### config.mk
export PLATFORM = sky130hd
export DESIGN_NAME = rl11q
export DESIGN_NICKNAME = d
export VERILOG_FILES = /design/src/rtl/rl11q.sv
export SDC_FILE = /design/constraint.sdc
export NUM_CORES = 1
export LEC_CHECK = 0
export CAP_MARGIN = 20
export CORE_MARGIN = 2
export CORE_UTILIZATION = 25
export DETAILED_ROUTE_END_ITERATION = 8
export GPL_TIMING_DRIVEN = 0
export SLEW_MARGIN = 20
export SYNTH_ARGS = -nofsm -noshare
export SYNTH_HDL_FRONTEND = slang
export SYNTH_SLANG_ARGS = --single-unit
export TNS_END_PERCENT = 10
### constraint.sdc
create_clock -name CLOCK -period 5.2 [get_ports CLOCK]
set_clock_uncertainty 0.15 [all_clocks]
set_input_delay 0.52 -clock CLOCK [delete_from_list [all_inputs] [get_ports CLOCK]]
set_output_delay 0.52 -clock CLOCK [all_outputs]
set_load 0.1 [all_outputs]
### src/rtl/rl11q.sv
// rl11q: RL11 CS/BA/DA/MP Unibus register block for up to 4 drives. Each PDP GO is
// snapshotted into a QDEPTH-deep command queue drained by the ARM. Define RL11Q_ARMIRQ_EN for armirq.
module rl11q #(
  parameter logic [17:0] ADDR   = 18'o774400,
  parameter logic [7:0]  INTVEC = 8'o160,
  parameter int          NDRV   = 4,
  parameter int          QDEPTH = 4
) (
  input  logic        CLOCK,
  input  logic        RESET,
  input  logic        armwrite,
  input  logic [2:0]  armraddr,
  input  logic [2:0]  armwaddr,
  input  logic [31:0] armwdata,
  output logic [31:0] armrdata,
  output logic        armirq,
  output logic        intreq,
  output logic [7:0]  intvec,
  input  logic [17:0] a_in_h,
  input  logic [1:0]  c_in_h,
  input  logic [15:0] d_in_h,
  input  logic        init_in_h,
  input  logic        msyn_in_h,
  output logic [15:0] d_out_h,
  output logic        ssyn_out_h
);
  localparam int          PW      = $clog2(QDEPTH);
  localparam logic [4:0]  QFULL   = 5'(QDEPTH);
  localparam logic [31:0] IDENT   = 32'h524C3002;
  localparam logic [13:1] CS_INIT = 13'b0000001000000;

  logic [13:1]   cs_q, cs_d;
  logic [15:1]   ba_q, ba_d;
  logic [15:0]   da_q, da_d, mp_q, mp_d, hda_q, hda_d, crc_q, crc_d;
  logic [1:0]    mpmux_q, mpmux_d;
  logic          enable_q, enable_d, ovf_q, ovf_d;
  logic [3:0]    derr_q, derr_d, drdy_q, drdy_d;
  logic [4:0]    count_q, count_d;
  logic [PW-1:0] wptr_q, wptr_d, rptr_q, rptr_d;
  logic [15:0]   dout_q, dout_d;
  logic          ssyn_q, ssyn_d, armirq_q, armirq_d;
  logic [63:0]   mem_q [QDEPTH];
  logic          push;
  logic [63:0]   push_data, head;
  logic [3:0]    absent;
  logic [15:0]   cs_live, cur_reg, merged;
  logic          bus_hit, lane_lo, lane_hi;
  logic [1:0]    rsel;

  // Full 16-bit CS view: stored bits [13:1] plus the live DRDY/DE/CE status bits.
  function automatic logic [15:0] cs_view(input logic [13:1] c, input logic [3:0] rdy,
                                          input logic [3:0] err, input logic [3:0] abs_i);
    logic de;
    de = err[c[9:8]] | abs_i[c[9:8]];
    return {de | (|c[13:10]), de, c, rdy[c[9:8]]};
  endfunction

  always_comb begin
    for (int i = 0; i < 4; i++) absent[i] = (i >= NDRV);
  end

  assign cs_live = cs_view(cs_q, drdy_q, derr_q, absent);
  assign head    = (count_q != 5'd0) ? mem_q[rptr_q] : 64'b0;
  assign rsel    = a_in_h[2:1];
  assign lane_lo = ~c_in_h[0] | ~a_in_h[0];
  assign lane_hi = ~c_in_h[0] | a_in_h[0];
  assign bus_hit = enable_q & msyn_in_h & ~ssyn_q & (a_in_h[17:3] == ADDR[17:3]);

  always_comb begin
    case (rsel)
      2'd0:    cur_reg = cs_live;
      2'd1:    cur_reg = {ba_q, 1'b0};
      2'd2:    cur_reg = da_q;
      default: cur_reg = mp_q;
    endcase
    merged = {lane_hi ? d_in_h[15:8] : cur_reg[15:8], lane_lo ? d_in_h[7:0] : cur_reg[7:0]};
  end

  always_comb begin
    cs_d = cs_q;  ba_d = ba_q;  da_d = da_q;  mp_d = mp_q;
    hda_d = hda_q;  crc_d = crc_q;  mpmux_d = mpmux_q;
    enable_d = enable_q;  ovf_d = ovf_q;  derr_d = derr_q;  drdy_d = drdy_q;
    count_d = count_q;  wptr_d = wptr_q;  rptr_d = rptr_q;
    dout_d = dout_q;  ssyn_d = ssyn_q;
    push = 1'b0;
    push_data = 64'b0;
`ifdef RL11Q_ARMIRQ_EN
    armirq_d = (count_q != 5'd0) | ovf_q;
`else
    armirq_d = 1'b0;
`endif

    if (!msyn_in_h) begin
      dout_d = 16'b0;
      ssyn_d = 1'b0;
    end

    // An ARM write steals the bus slot; MSYN is still held so the bus cycle retries.
    if (armwrite) begin
      case (armwaddr)
        3'd1: begin
          ba_d = armwdata[31:17];
          cs_d = armwdata[13:1];
        end
        3'd2: begin
          mp_d = armwdata[31:16];
          da_d = armwdata[15:0];
        end
        3'd3: begin
          crc_d = armwdata[31:16];
          hda_d = armwdata[15:0];
        end
        3'd4: begin
          mpmux_d = armwdata[9:8];
          derr_d  = armwdata[7:4];
          drdy_d  = armwdata[3:0];
          if (armwdata[16]) ovf_d = 1'b0;
        end
        3'd5: enable_d = armwdata[31];
        3'd6: begin
          if (count_q != 5'd0) begin
            rptr_d  = rptr_q + PW'(1);
            count_d = count_q - 5'd1;
          end
        end
        default: ;
      endcase
    end else if (bus_hit) begin
      ssyn_d = 1'b1;
      dout_d = 16'b0;
      if (c_in_h[1]) begin
        case (rsel)
          2'd0: begin
            cs_d[9:1] = merged[9:1];
            if (lane_lo && !d_in_h[7]) begin
              if (count_q != QFULL) begin
                push      = 1'b1;
                push_data = {ba_q, 1'b0, cs_view(cs_d, drdy_q, derr_q, absent), mp_q, da_q};
                wptr_d    = wptr_q + PW'(1);
                count_d   = count_q + 5'd1;
              end else begin
                ovf_d     = 1'b1;
                cs_d[10]  = 1'b1;
              end
            end
          end
          2'd1:    ba_d = merged[15:1];
          2'd2:    da_d = merged;
          default: mp_d = merged;
        endcase
      end else begin
        case (rsel)
          2'd0: dout_d = cs_live;
          2'd1: dout_d = {ba_q, 1'b0};
          2'd2: dout_d = da_q;
          default: begin
            case (mpmux_q)
              2'd0: dout_d = mp_q;
              2'd1: begin dout_d = hda_q; mpmux_d = 2'd2; end
              2'd2: begin dout_d = 16'b0; mpmux_d = 2'd3; end
              default: begin dout_d = crc_q; mpmux_d = 2'd0; end
            endcase
          end
        endcase
      end
    end

    if (RESET || init_in_h) begin
      cs_d = CS_INIT;  ba_d = 15'b0;  da_d = 16'b0;  mpmux_d = 2'd0;
      count_d = 5'd0;  wptr_d = '0;  rptr_d = '0;
      dout_d = 16'b0;  ssyn_d = 1'b0;  push = 1'b0;
    end
    if (RESET) begin
      enable_d = 1'b0;  derr_d = 4'b0;  drdy_d = 4'b0;  ovf_d = 1'b0;
      mp_d = 16'b0;  hda_d = 16'b0;  crc_d = 16'b0;  armirq_d = 1'b0;
    end
  end

  always_ff @(posedge CLOCK) begin
    cs_q <= cs_d;  ba_q <= ba_d;  da_q <= da_d;  mp_q <= mp_d;
    hda_q <= hda_d;  crc_q <= crc_d;  mpmux_q <= mpmux_d;
    enable_q <= enable_d;  ovf_q <= ovf_d;  derr_q <= derr_d;  drdy_q <= drdy_d;
    count_q <= count_d;  wptr_q <= wptr_d;  rptr_q <= rptr_d;
    dout_q <= dout_d;  ssyn_q <= ssyn_d;  armirq_q <= armirq_d;
    if (push) mem_q[wptr_q] <= push_data;
  end

  always_comb begin
    case (armraddr)
      3'd0:    armrdata = IDENT;
      3'd1:    armrdata = {ba_q, 1'b0, cs_live};
      3'd2:    armrdata = {mp_q, da_q};
      3'd3:    armrdata = {crc_q, hda_q};
      3'd4:    armrdata = {15'b0, ovf_q, 1'b0, count_q, mpmux_q, derr_q, drdy_q};
      3'd5:    armrdata = {enable_q, 5'b0, INTVEC, ADDR};
      3'd6:    armrdata = head[63:32];
      default: armrdata = head[31:0];
    endcase
  end

  assign intreq     = cs_q[6] & cs_q[7];
  assign intvec     = {INTVEC[7:2], 2'b00};
  assign armirq     = armirq_q;
  assign d_out_h    = dout_q;
  assign ssyn_out_h = ssyn_q;
endmodule

==> impl_metrics.py, run 1 <==
metrics = {
    "run": {
        "max-cap-violations": 0,
    },
    "sta": {
        "min_period_over_period": 0.982,
        "final-setup-viol-count": 0,
        "rsz0062_at_grt": "no",
        "setup_tns_ns": 0,
        "tightest_slew_ns": 1.12,
        "fin_crit_ns": 5.11,
        "slew_headroom": 0.243,
        "hold_violations": 0,
        "worst_slack_ns": 0.0913,
        "maxSlewViolCount": 0,
        "clock.fmax_mhz": 196,
    },
    "synth": {
        "synth_xor_area_frac": 0.00244,
        "synthAdderAreaFrac": 0.00879,
        "syn_avg_cell_area_um2": 12.1,
        "seq_area_frac_synth": 0.569,
        "synth_top_family_by_area": "compound AO/OA/AOI/OAI gates",
        "synth_top_area_frac": 0.422,
        "synth_edf_count": 252,
        "synth_area_leader_cell": "edfxtp_1",
        "ys_ff_latch": 384,
        "synth_top_cells_by_area": "edfxtp_1 42%, dfxtp_1 15%, mux4_2 9.4%",
        "synthCells": 1479,
        "synth_compound_area_frac": 0.139,
        "post_synth_mux_area_share": 0.131,
        "syn_area_um2": 17900,
        "ys_warn_count": 0,
        "synth_async_sr_flop_share": 0,
        "yosysUniqueCellTypes": 78,
        "synth-simple-area-share": 0.109,
        "synth_top_flop_cell": "edfxtp_1",
    },
    "worst_setup_path": {
        "rrSetupSlack_ns": 1.37,
        "crit_path_start_kind": "flop",
        "crit_path_end": "armrdata[6]",
        "path_class": "reg2out",
        "startpoint": "count_q[0]",
        "timing.rr.start": "enable_q",
        "critPathRequiredTime_ns": 4.53,
        "cp-end-kind": "output pin",
        "reg2reg_depth": 8,
        "timing.rr.end": "mem_q[2][47]",
        "crit_fanout": 10,
        "critPathArrivalTime_ns": 4.44,
    },
    "clock_network": {
        "clkSinkCount": 384,
        "cts_tree": "built",
        "cts_buffers": 42,
        "htreeDepth": 2,
        "post-cts-setup-buffers": 0,
        "path_clk_slew_ns": 0.06,
        "clock-root-buffer": "clkbuf_16",
        "clk_latency_ns": 0.60,
        "clk_path_buf_depth": 3,
    },
    "grt": {
        "antenna_found_initial": 5,
        "grt_max_degree": 43,
        "grt_pass1_vias": 13700,
        "grtUsageMet3": 0.0359,
        "grt_first_pass_wirelength_mm": 104,
        "gr-usage-met1": 0.272,
        "gr-total-overflow": 0,
        "grt.busiest_layer": "met2",
        "gr-usage-all-layers": 0.194,
        "grt_use_met2": 0.294,
    },
    "finish": {
        "n_antenna_cell": 0,
        "area_delta_synth_final_pct": 22.3,
        "final_cell_mix": "252 x edfxtp_1, 158 x nand2_1, 132 x dfxtp_1, 120 x a21oi_1, 115 x clkdlybuf4s50_1",
        "final_nets": 1752,
        "stdcell_count": 2645,
        "drive_gt1_frac": 0.129,
        "final_common_cell": "edfxtp_1",
    },
    "floorplan": {
        "start_util": 0.252,
        "pin_count": 138,
        "fp.dieH_um": 272,
        "die_w_um": 272,
        "core.rowCount": 98,
        "coreArea_um2": 71200,
        "die_area_um2": 73900,
    },
    "place": {
        "hpwl_mm": 56.5,
        "port-buffer-count": 123,
        "dp_cells": 2567,
        "place_ws_ns": 0.0610,
        "place_congestion": 0.996,
    },
    "drt": {
        "drcViolationCount": 0,
        "vias": 14100,
        "drtIter0Drc": 1657,
        "ant_nets": 0,
        "avgViaCountPerCell": 5.32,
        "avgRoutedWirePerCell_um": 27.6,
        "wl_mm": 73.1,
        "firstDrtPassIters": 7,
    },
    "power": {
        "power_density_nw_per_um2": 313,
        "p_leak_nw": 6.41,
        "peakVddDrop_mv": 0.203,
    },
    "worst_hold_path": {
        "holdCritPathClass": "in2reg",
    },
    "run_status": {
        "status": "finished clean",
    },
}
==> area by class of cell <==
type                            instances  area, µm²
Clock inverter                         29        274
Fill cell                            7182      49300
Tap cell                              950       1190
Clock buffer                           49       1110
Inverter                               40        150
Multi-Input combinational cell        938       7080
Buffer                                128        571
Timing Repair Buffer                  127       1360
Sequential cell                       384      10200
==> worst min-delay path by stage <==
stage	from	endpoint	slack, ns	cells after the start
after global placement	hda_q[1]	hda_q[1]	0.31	2
after detailed placement	crc_q[5]	crc_q[5]	0.31	2
final	msyn_in_h	d_out_h[1]	0.17	3
after CTS	msyn_in_h	d_out_h[1]	0.14	3
after global routing	msyn_in_h	d_out_h[3]	0.17	3
after floorplan	ovf_q	ovf_q	0.29	1
==> routing by layer <==
metal | vias to the layer above | routed length (µm)
li1 | 6032 | -
met5 | - | 20
met1 | 7066 | 31400
met2 | 823 | 32000
met3 | 146 | 6410
met4 | 2 | 3310
==> sequential cells by signal, summed over array words and instances, names as in the netlist, named ones only <==
name and count:
wptr_q 2, enable_q 1, da_q 16, ssyn_out_h 1, cs_q 13, mpmux_q 2, rptr_q 2, mem_q 252
mp_q 16, derr_q 4, drdy_q 4, crc_q 16, hda_q 16, ovf_q 1, d_out_h 16, count_q 5
ba_q 15
==> worst max-delay path, cell delays in order, from the launching register on <==
cell	delay, ns
dfxtp_1	0.43
nor4_2	0.76
nand2_1	0.19
and4_1	0.24
clkbuf_1	0.22
clkbuf_1	0.38
a22oi_1	0.34
o221ai_1	0.26
clkdlybuf4s50_1	1.04
==> power breakdown <==
part           leakage [nW]  switching, W  internal [W]
clock                 0.673       0.00129       0.00174
sequential             2.82     0.0000277       0.00323
combinational          2.92      0.000419      0.000166
==> through the flow <==
step           power (W)  utilization  area (µm²)  hold WS [ns]
5_1_grt          0.00703        0.308       21900         0.165
4_1_cts          0.00689        0.308       21900         0.141
3_5_place_dp     0.00389        0.288       20500         0.314
2_1_floorplan    0.00363            -       18000         0.291
6_report         0.00687        0.308       21900         0.166
3_3_place_gp     0.00389        0.286       20400         0.308
==> cells in the mapped netlist, drive strengths merged (3+ instances only) <==
library cell / instances
o211ai: 5
clkbuf: 80
a221o: 9
mux2i: 45
a22o: 4
buf: 48
a31oi: 8
a2111oi: 4
a211oi: 13
nor3: 22
nor4: 5
a21boi: 7
o221ai: 21
a222oi: 3
o21ai: 57
o2111ai: 12
nand4: 6
a21o: 5
a311oi: 18
nand3: 38
nor2b: 9
inv: 39
o32ai: 4
o31ai: 5
o21a: 3
ha: 11
mux2: 19
dfxtp: 132
or4: 3
o22ai: 8
a21oi: 120
edfxtp: 252
a221oi: 15
and4: 6
and3: 13
a22oi: 36
nand2b: 12
and2: 47
xnor2: 4
mux4: 75
nand2: 158
nor2: 66
==> repair_timing <==
action / in CTS / in global routing
hold buffers: 0 / 0
setup endpoints to repair: 15 / 8
resized for setup: 1 / 8
==> cells by family (layout without fill, tap and decap cells) <==
group,count (synthesis),after routing
compound gates,369,369
mux,139,139
flops,384,384
fa+ha+maj,12,12
other cells,2,13
buf+inv,168,373
simple gates,400,400
xor+xnor,5,5
Note: power is estimated with default switching activity, not from simulation.
==> inputs of run 2 (changes only) <==
--- a/config.mk
+++ b/config.mk
@@ -6,10 +6,14 @@
 export NUM_CORES = 1
 export LEC_CHECK = 0
 export CAP_MARGIN = 20
+export CELL_PAD_IN_SITES_DETAIL_PLACEMENT = 0
+export CELL_PAD_IN_SITES_GLOBAL_PLACEMENT = 1
 export CORE_MARGIN = 2
 export CORE_UTILIZATION = 25
 export DETAILED_ROUTE_END_ITERATION = 8
 export GPL_TIMING_DRIVEN = 0
+export PLACE_DENSITY_LB_ADDON = 0.1
+export SETUP_SLACK_MARGIN = 0.4
 export SLEW_MARGIN = 20
 export SYNTH_ARGS = -nofsm -noshare
 export SYNTH_HDL_FRONTEND = slang
==> run 2 against run 1 <==
Net effect: total power up 4.7%; routed wire length up 10%; sequential power about the same; via count down 2.4%; critical endpoint is now armrdata[2]; global-route usage up 2.1 points; largest cell class unchanged; clock-buffer cell count up 10; design area up 0.77%; fmax up 1.9%; combinational power down 2%.
==> impl_metrics.py, run 2 (synthesis results as in run 1) <==
metrics = {
    "sta": {
        "final-setup-viol-count": 0,
        "hold_violations": 0,
        "clock.fmax_mhz": 200,
        "slew_headroom": 0.203,
        "min_period_over_period": 0.964,
        "tightest_slew_ns": 1.19,
        "rsz0062_at_grt": "yes",
        "fin_crit_ns": 5.01,
        "maxSlewViolCount": 0,
        "whs_ns": 0.163,
    },
    "drt": {
        "drcViolationCount": 0,
        "wl_mm": 80.5,
        "firstDrtPassIters": 5,
        "vias": 13700,
        "ant_nets": 0,
        "drtIter0Drc": 1197,
        "avgRoutedWirePerCell_um": 30.3,
        "avgViaCountPerCell": 5.17,
    },
    "clock_network": {
        "clock-root-buffer": "clkbuf_16",
        "cts_buffers": 46,
        "path_clk_slew_ns": 0.06,
        "htreeDepth": 2,
        "clk_latency_ns": 0.59,
        "clkSinkCount": 384,
        "clk_path_buf_depth": 3,
        "hold_buffers": 0,
        "cts_tree": "built",
    },
    "worst_setup_path": {
        "critical-path-top-delay-family": "buffers and inverters",
        "cpPeakStageDelay_ns": 1.14,
        "crit_fanout": 10,
        "crit_chain": "clkdlybuf4s50_1, nor2b_1, and3_1, clkbuf_1, buf_1, a221o_1, clkdlybuf4s50_1",
        "cp_common_cell": "clkdlybuf4s50_1",
        "path_class": "in2out",
        "slowest_stage": "clkdlybuf4s50_1",
        "critPathRequiredTime_ns": 4.53,
        "cp-end-kind": "output pin",
        "crit_path_start_kind": "primary input",
        "critPathArrivalTime_ns": 4.34,
        "cp_num_buf_inv": 4,
    },
    "power": {
        "total_power_w": 0.00719,
        "peakVddDrop_mv": 0.228,
        "p_leak_nw": 6.49,
        "power_density_nw_per_um2": 325,
    },
    "finish": {
        "regMostFlops": "mem_q",
        "drive_gt1_frac": 0.133,
        "largest_reg_flops": 252,
        "final_cell_area_um2": 22100,
        "final_nets": 1758,
        "final_common_cell": "edfxtp_1",
        "final_cell_mix": "252 x edfxtp_1, 158 x nand2_1, 132 x dfxtp_1, 120 x a21oi_1, 98 x clkdlybuf4s50_1",
        "area_delta_synth_final_pct": 23.2,
    },
    "place": {
        "place_congestion": 0.903,
        "hpwl_mm": 61.9,
        "port-buffer-count": 123,
        "placed_cell_area_um2": 20600,
    },
    "floorplan": {
        "start_util": 0.252,
        "die_w_um": 272,
        "coreArea_um2": 71200,
        "die_area_um2": 73900,
        "core.rowCount": 98,
        "fp.dieH_um": 272,
        "pin_count": 138,
    },
    "run": {
        "max-cap-violations": 0,
    },
    "grt": {
        "antenna_found_initial": 1,
        "grt_pass1_vias": 13600,
        "gr-usage-all-layers": 0.216,
        "gr-total-overflow": 0,
        "grt_first_pass_wirelength_mm": 111,
        "grt_max_degree": 40,
    },
    "worst_hold_path": {
        "holdCritPathClass": "in2reg",
    },
    "run_status": {
        "status": "finished clean",
    },
}
[run 2: changes by cell type in the layout (fill, tap and decap cells not counted), moves of 2 or more]
cell / previous run / this run
dlygate4sd2_1: 0 / 19
clkdlybuf4s50_1: 115 / 98
clkinv_2: 10 / 4
dlymetal6s2s_1: 8 / 2
buf_12: 0 / 4
clkbuf_16: 43 / 47
clkdlybuf4s15_2: 0 / 4
bufinv_16: 4 / 7
clkbuf_2: 0 / 3
clkinv_1: 8 / 11
buf_16: 4 / 2
clkbuf_1: 85 / 87
clkinv_8: 2 / 0
[run 2: per-stage QoR]
| step | worst slack [ns] | setup TNS [ns] | instances | util |
|---|---|---|---|---|
| after global routing | 0.0409 | 0 | 2653 | 0.310 |
| final | 0.188 | 0 | 2654 | 0.310 |
| after global placement | -1.77 | -352.83 | 2563 | 0.286 |
| after CTS | 0.0961 | 0 | 2653 | 0.310 |
| after detailed placement | -0.215 | -1.56 | 2569 | 0.289 |
| after floorplan | 0.890 | 0 | 1490 | - |
[run 2: cell type report]
| class | instances | area (µm²) |
|---|---|---|
| Fill cell | 7183 | 49100 |
| Sequential cell | 384 | 10200 |
| Multi-Input combinational cell | 938 | 7080 |
| Timing Repair Buffer | 129 | 1350 |
| Clock buffer | 59 | 1240 |
| Tap cell | 950 | 1190 |
| Buffer | 128 | 581 |
| Clock inverter | 25 | 300 |
| Inverter | 40 | 150 |
| Antenna cell | 1 | 2.50 |
[run 2: per-layer routing]
| metal | vias up | track usage | routed length (µm) |
|---|---|---|---|
| met2 | 502 | 0.351 | 37600 |
| met5 | - | 0 | 9 |
| li1 | 6046 | - | - |
| met3 | 98 | 0.0269 | 3890 |
| met1 | 7080 | 0.301 | 36700 |
| met4 | 2 | 0.0602 | 2270 |
[run 2: what timing repair did]
action                                 4_1_cts  5_1_grt
gates resized for setup                     36        2
setup buffers                                0        0
pin swaps                                    0        0
setup endpoints to repair                   32       29
endpoints found under the hold margin        0        0
[run 2: worst paths after layout]
path	from	end	slack, ns	depth (start not counted)
min	msyn_in_h	d_out_h[4]	0.16	3
max reg2reg	enable_q	mem_q[2][34]	1.16	8
max	armraddr[1]	armrdata[2]	0.19	7
min reg2reg	d_out_h[12]	d_out_h[12]	0.34	2
[run 2: worst reg2reg max path: stages, from the launching register on]
cell and delay, ns:
dfxtp_1 0.46, or4bb_1 0.57, nor4_4 0.36, and3_1 0.23, and3_1 0.14, buf_2 0.27
buf_2 0.44, and3_4 0.68, buf_16 0.33
[run 2: where the power goes]
group          leakage, nW  total (W)  switching, W  internal, W
combinational         2.92   0.000573      0.000413     0.000160
clock                0.745    0.00336       0.00133      0.00203
sequential            2.82    0.00326     0.0000290      0.00323
total                 6.49    0.00719       0.00178      0.00541
==> inputs of run 3 (changes only) <==
--- a/config.mk
+++ b/config.mk
@@ -12,7 +12,7 @@
 export CORE_UTILIZATION = 25
 export DETAILED_ROUTE_END_ITERATION = 8
 export GPL_TIMING_DRIVEN = 0
-export PLACE_DENSITY_LB_ADDON = 0.1
+export PLACE_DENSITY_LB_ADDON = 0.2
 export SETUP_SLACK_MARGIN = 0.4
 export SLEW_MARGIN = 20
 export SYNTH_ARGS = -nofsm -noshare
==> run 3 against run 2 <==
Net effect: flip-flop and latch count did not move; sequential share of layout area rose by 0.56 points; cell count fell by 0.26%; clock power fell by 13%; combinational power barely moved; global-route usage fell by 1.1 points; design area fell by 1.2%; total power fell by 6.4%; worst hold slack got worse by 0.012 ns; fmax fell by 0.25%; largest power group is now registers.
==> impl_metrics.py, run 3 (synthesis results as in run 1) <==
metrics = {
    "floorplan": {
        "die_area_um2": 73900,
        "start_util": 0.252,
        "die_w_um": 272,
        "coreArea_um2": 71200,
        "core.rowCount": 98,
        "fp.dieH_um": 272,
        "pin_count": 138,
    },
    "clock_network": {
        "cts_buffers": 43,
        "htreeDepth": 2,
        "path_clk_slew_ns": 0.06,
        "clk_latency_ns": 0.59,
        "clock-root-buffer": "clkbuf_16",
        "clk_path_buf_depth": 3,
        "cts_tree": "built",
        "hold_buffers": 0,
        "clkSinkCount": 384,
    },
    "power": {
        "peakVddDrop_mv": 0.193,
        "power_density_nw_per_um2": 308,
        "power_frac_comb": 0.085,
        "total_power_w": 0.00673,
        "switchingPower_w": 0.00171,
        "p_clk_frac": 0.432,
        "pwr-share-seq": 0.484,
        "p_leak_nw": 6.35,
        "switching_share": 0.254,
        "p_int_w": 0.00502,
    },
    "worst_setup_path": {
        "cp-end-kind": "output pin",
        "cpPeakStageDelay_ns": 0.97,
        "path_class": "in2out",
        "critPathRequiredTime_ns": 4.53,
        "crit_path_start_kind": "primary input",
        "crit_chain": "clkdlybuf4s50_1, clkbuf_1, buf_1, clkbuf_1, o22ai_1, a221o_1, clkdlybuf4s50_1",
        "slowest_stage": "clkdlybuf4s50_1",
        "crit_fanout": 10,
        "rrSetupSlack_ns": 1.25,
        "critPathArrivalTime_ns": 4.35,
    },
    "drt": {
        "ant_nets": 0,
        "wl_mm": 76.4,
        "avgRoutedWirePerCell_um": 28.9,
        "drcViolationCount": 0,
        "drtIter0Drc": 1352,
        "vias": 13800,
        "avgViaCountPerCell": 5.22,
        "firstDrtPassIters": 8,
    },
    "finish": {
        "regMostFlops": "mem_q",
        "largest_reg_flops": 252,
        "final_cell_mix": "252 x edfxtp_1, 158 x nand2_1, 132 x dfxtp_1, 120 x a21oi_1, 107 x clkdlybuf4s50_1",
        "stdcell_count": 2647,
        "seq_area_um2": 10200,
        "multiInputGateArea_um2": 7070,
        "drive_gt1_frac": 0.125,
        "final_common_cell": "edfxtp_1",
        "area_delta_synth_final_pct": 21.8,
        "final_nets": 1753,
        "n_fill_cell": 7227,
    },
    "place": {
        "port-buffer-count": 123,
        "hpwl_mm": 59.2,
        "place_congestion": 0.933,
        "dp_cells": 2567,
    },
    "run_status": {
        "status": "finished clean",
    },
    "sta": {
        "hold_violations": 0,
        "clock.fmax_mhz": 199,
        "slew_headroom": 0.154,
        "tightest_slew_ns": 1.26,
        "setup_tns_ns": 0,
        "fin_crit_ns": 5.02,
        "min_period_over_period": 0.966,
        "whs_ns": 0.151,
        "final-setup-viol-count": 0,
        "maxSlewViolCount": 0,
        "rsz0062_at_grt": "yes",
    },
    "grt": {
        "gr-usage-all-layers": 0.204,
        "grt_max_degree": 42,
        "grt_first_pass_wirelength_mm": 107,
        "grt_pass1_vias": 13500,
        "gr-total-overflow": 0,
        "antenna_found_initial": 2,
    },
    "worst_hold_path": {
        "holdCritPathClass": "in2reg",
    },
    "run": {
        "max-cap-violations": 0,
    },
}
## run 3: final cells by class
| class | instances | area share |
|---|---|---|
| diodes | 1 | 0.000115 |
| plain buffers | 128 | 0.0265 |
| clock buffers | 59 | 0.0539 |
| clock inverters | 20 | 0.00601 |
| inverters | 40 | 0.00687 |
| multi-input cells | 938 | 0.324 |
| flip-flops and latches | 384 | 0.467 |
| well taps | 950 | 0.0544 |
| repair buffers | 127 | 0.0612 |
## run 3: worst max-delay path: cells and delay by family
kind            cells  cell delay [ns]
buf+inv             5             3.24
compound gates      2             0.58
## run 3: path summary, 6_finish.rpt
path,start,to,cells past startpoint
min,msyn_in_h,d_out_h[3],3
max,armraddr[1],armrdata[8],7
max reg2reg,enable_q,mem_q[2][8],8
min reg2reg,crc_q[0],crc_q[0],2
## run 3: power groups by stage
stage / Sequential, W / Combinational (W) / Clock, W
after floorplan: 0.00330 / 0.000330 / 0
after global placement: 0.00332 / 0.000569 / 0
after detailed placement: 0.00332 / 0.000570 / 0
after CTS: 0.00325 / 0.000568 / 0.00296
after global routing: 0.00325 / 0.000595 / 0.00307
final: 0.00326 / 0.000572 / 0.00291
## run 3: repair_timing
item / 4_1_cts / 5_1_grt
gates resized for setup: 19 / 3
setup buffers: 0 / 0
endpoints found under the setup margin: 32 / 32
## run 3: per-layer routing
layer	vias up	routed length, µm	GRT usage
li1	6042	-	-
met1	7120	34000	0.282
met2	557	35300	0.331
met3	94	4800	0.0324
met4	0	2270	0.0606
met5	-	0	0
## run 3: metrics by stage
| step | setup WS, ns | util | cell area (µm²) |
|---|---|---|---|
| 2_1_floorplan | 0.890 | - | 18000 |
| 4_1_cts | 0.0454 | 0.307 | 21800 |
| 6_report | 0.175 | 0.307 | 21800 |
| 3_5_place_dp | -0.0952 | 0.288 | 20500 |
| 3_3_place_gp | -1.52 | 0.286 | 20400 |
| 5_1_grt | 0.0547 | 0.307 | 21800 |
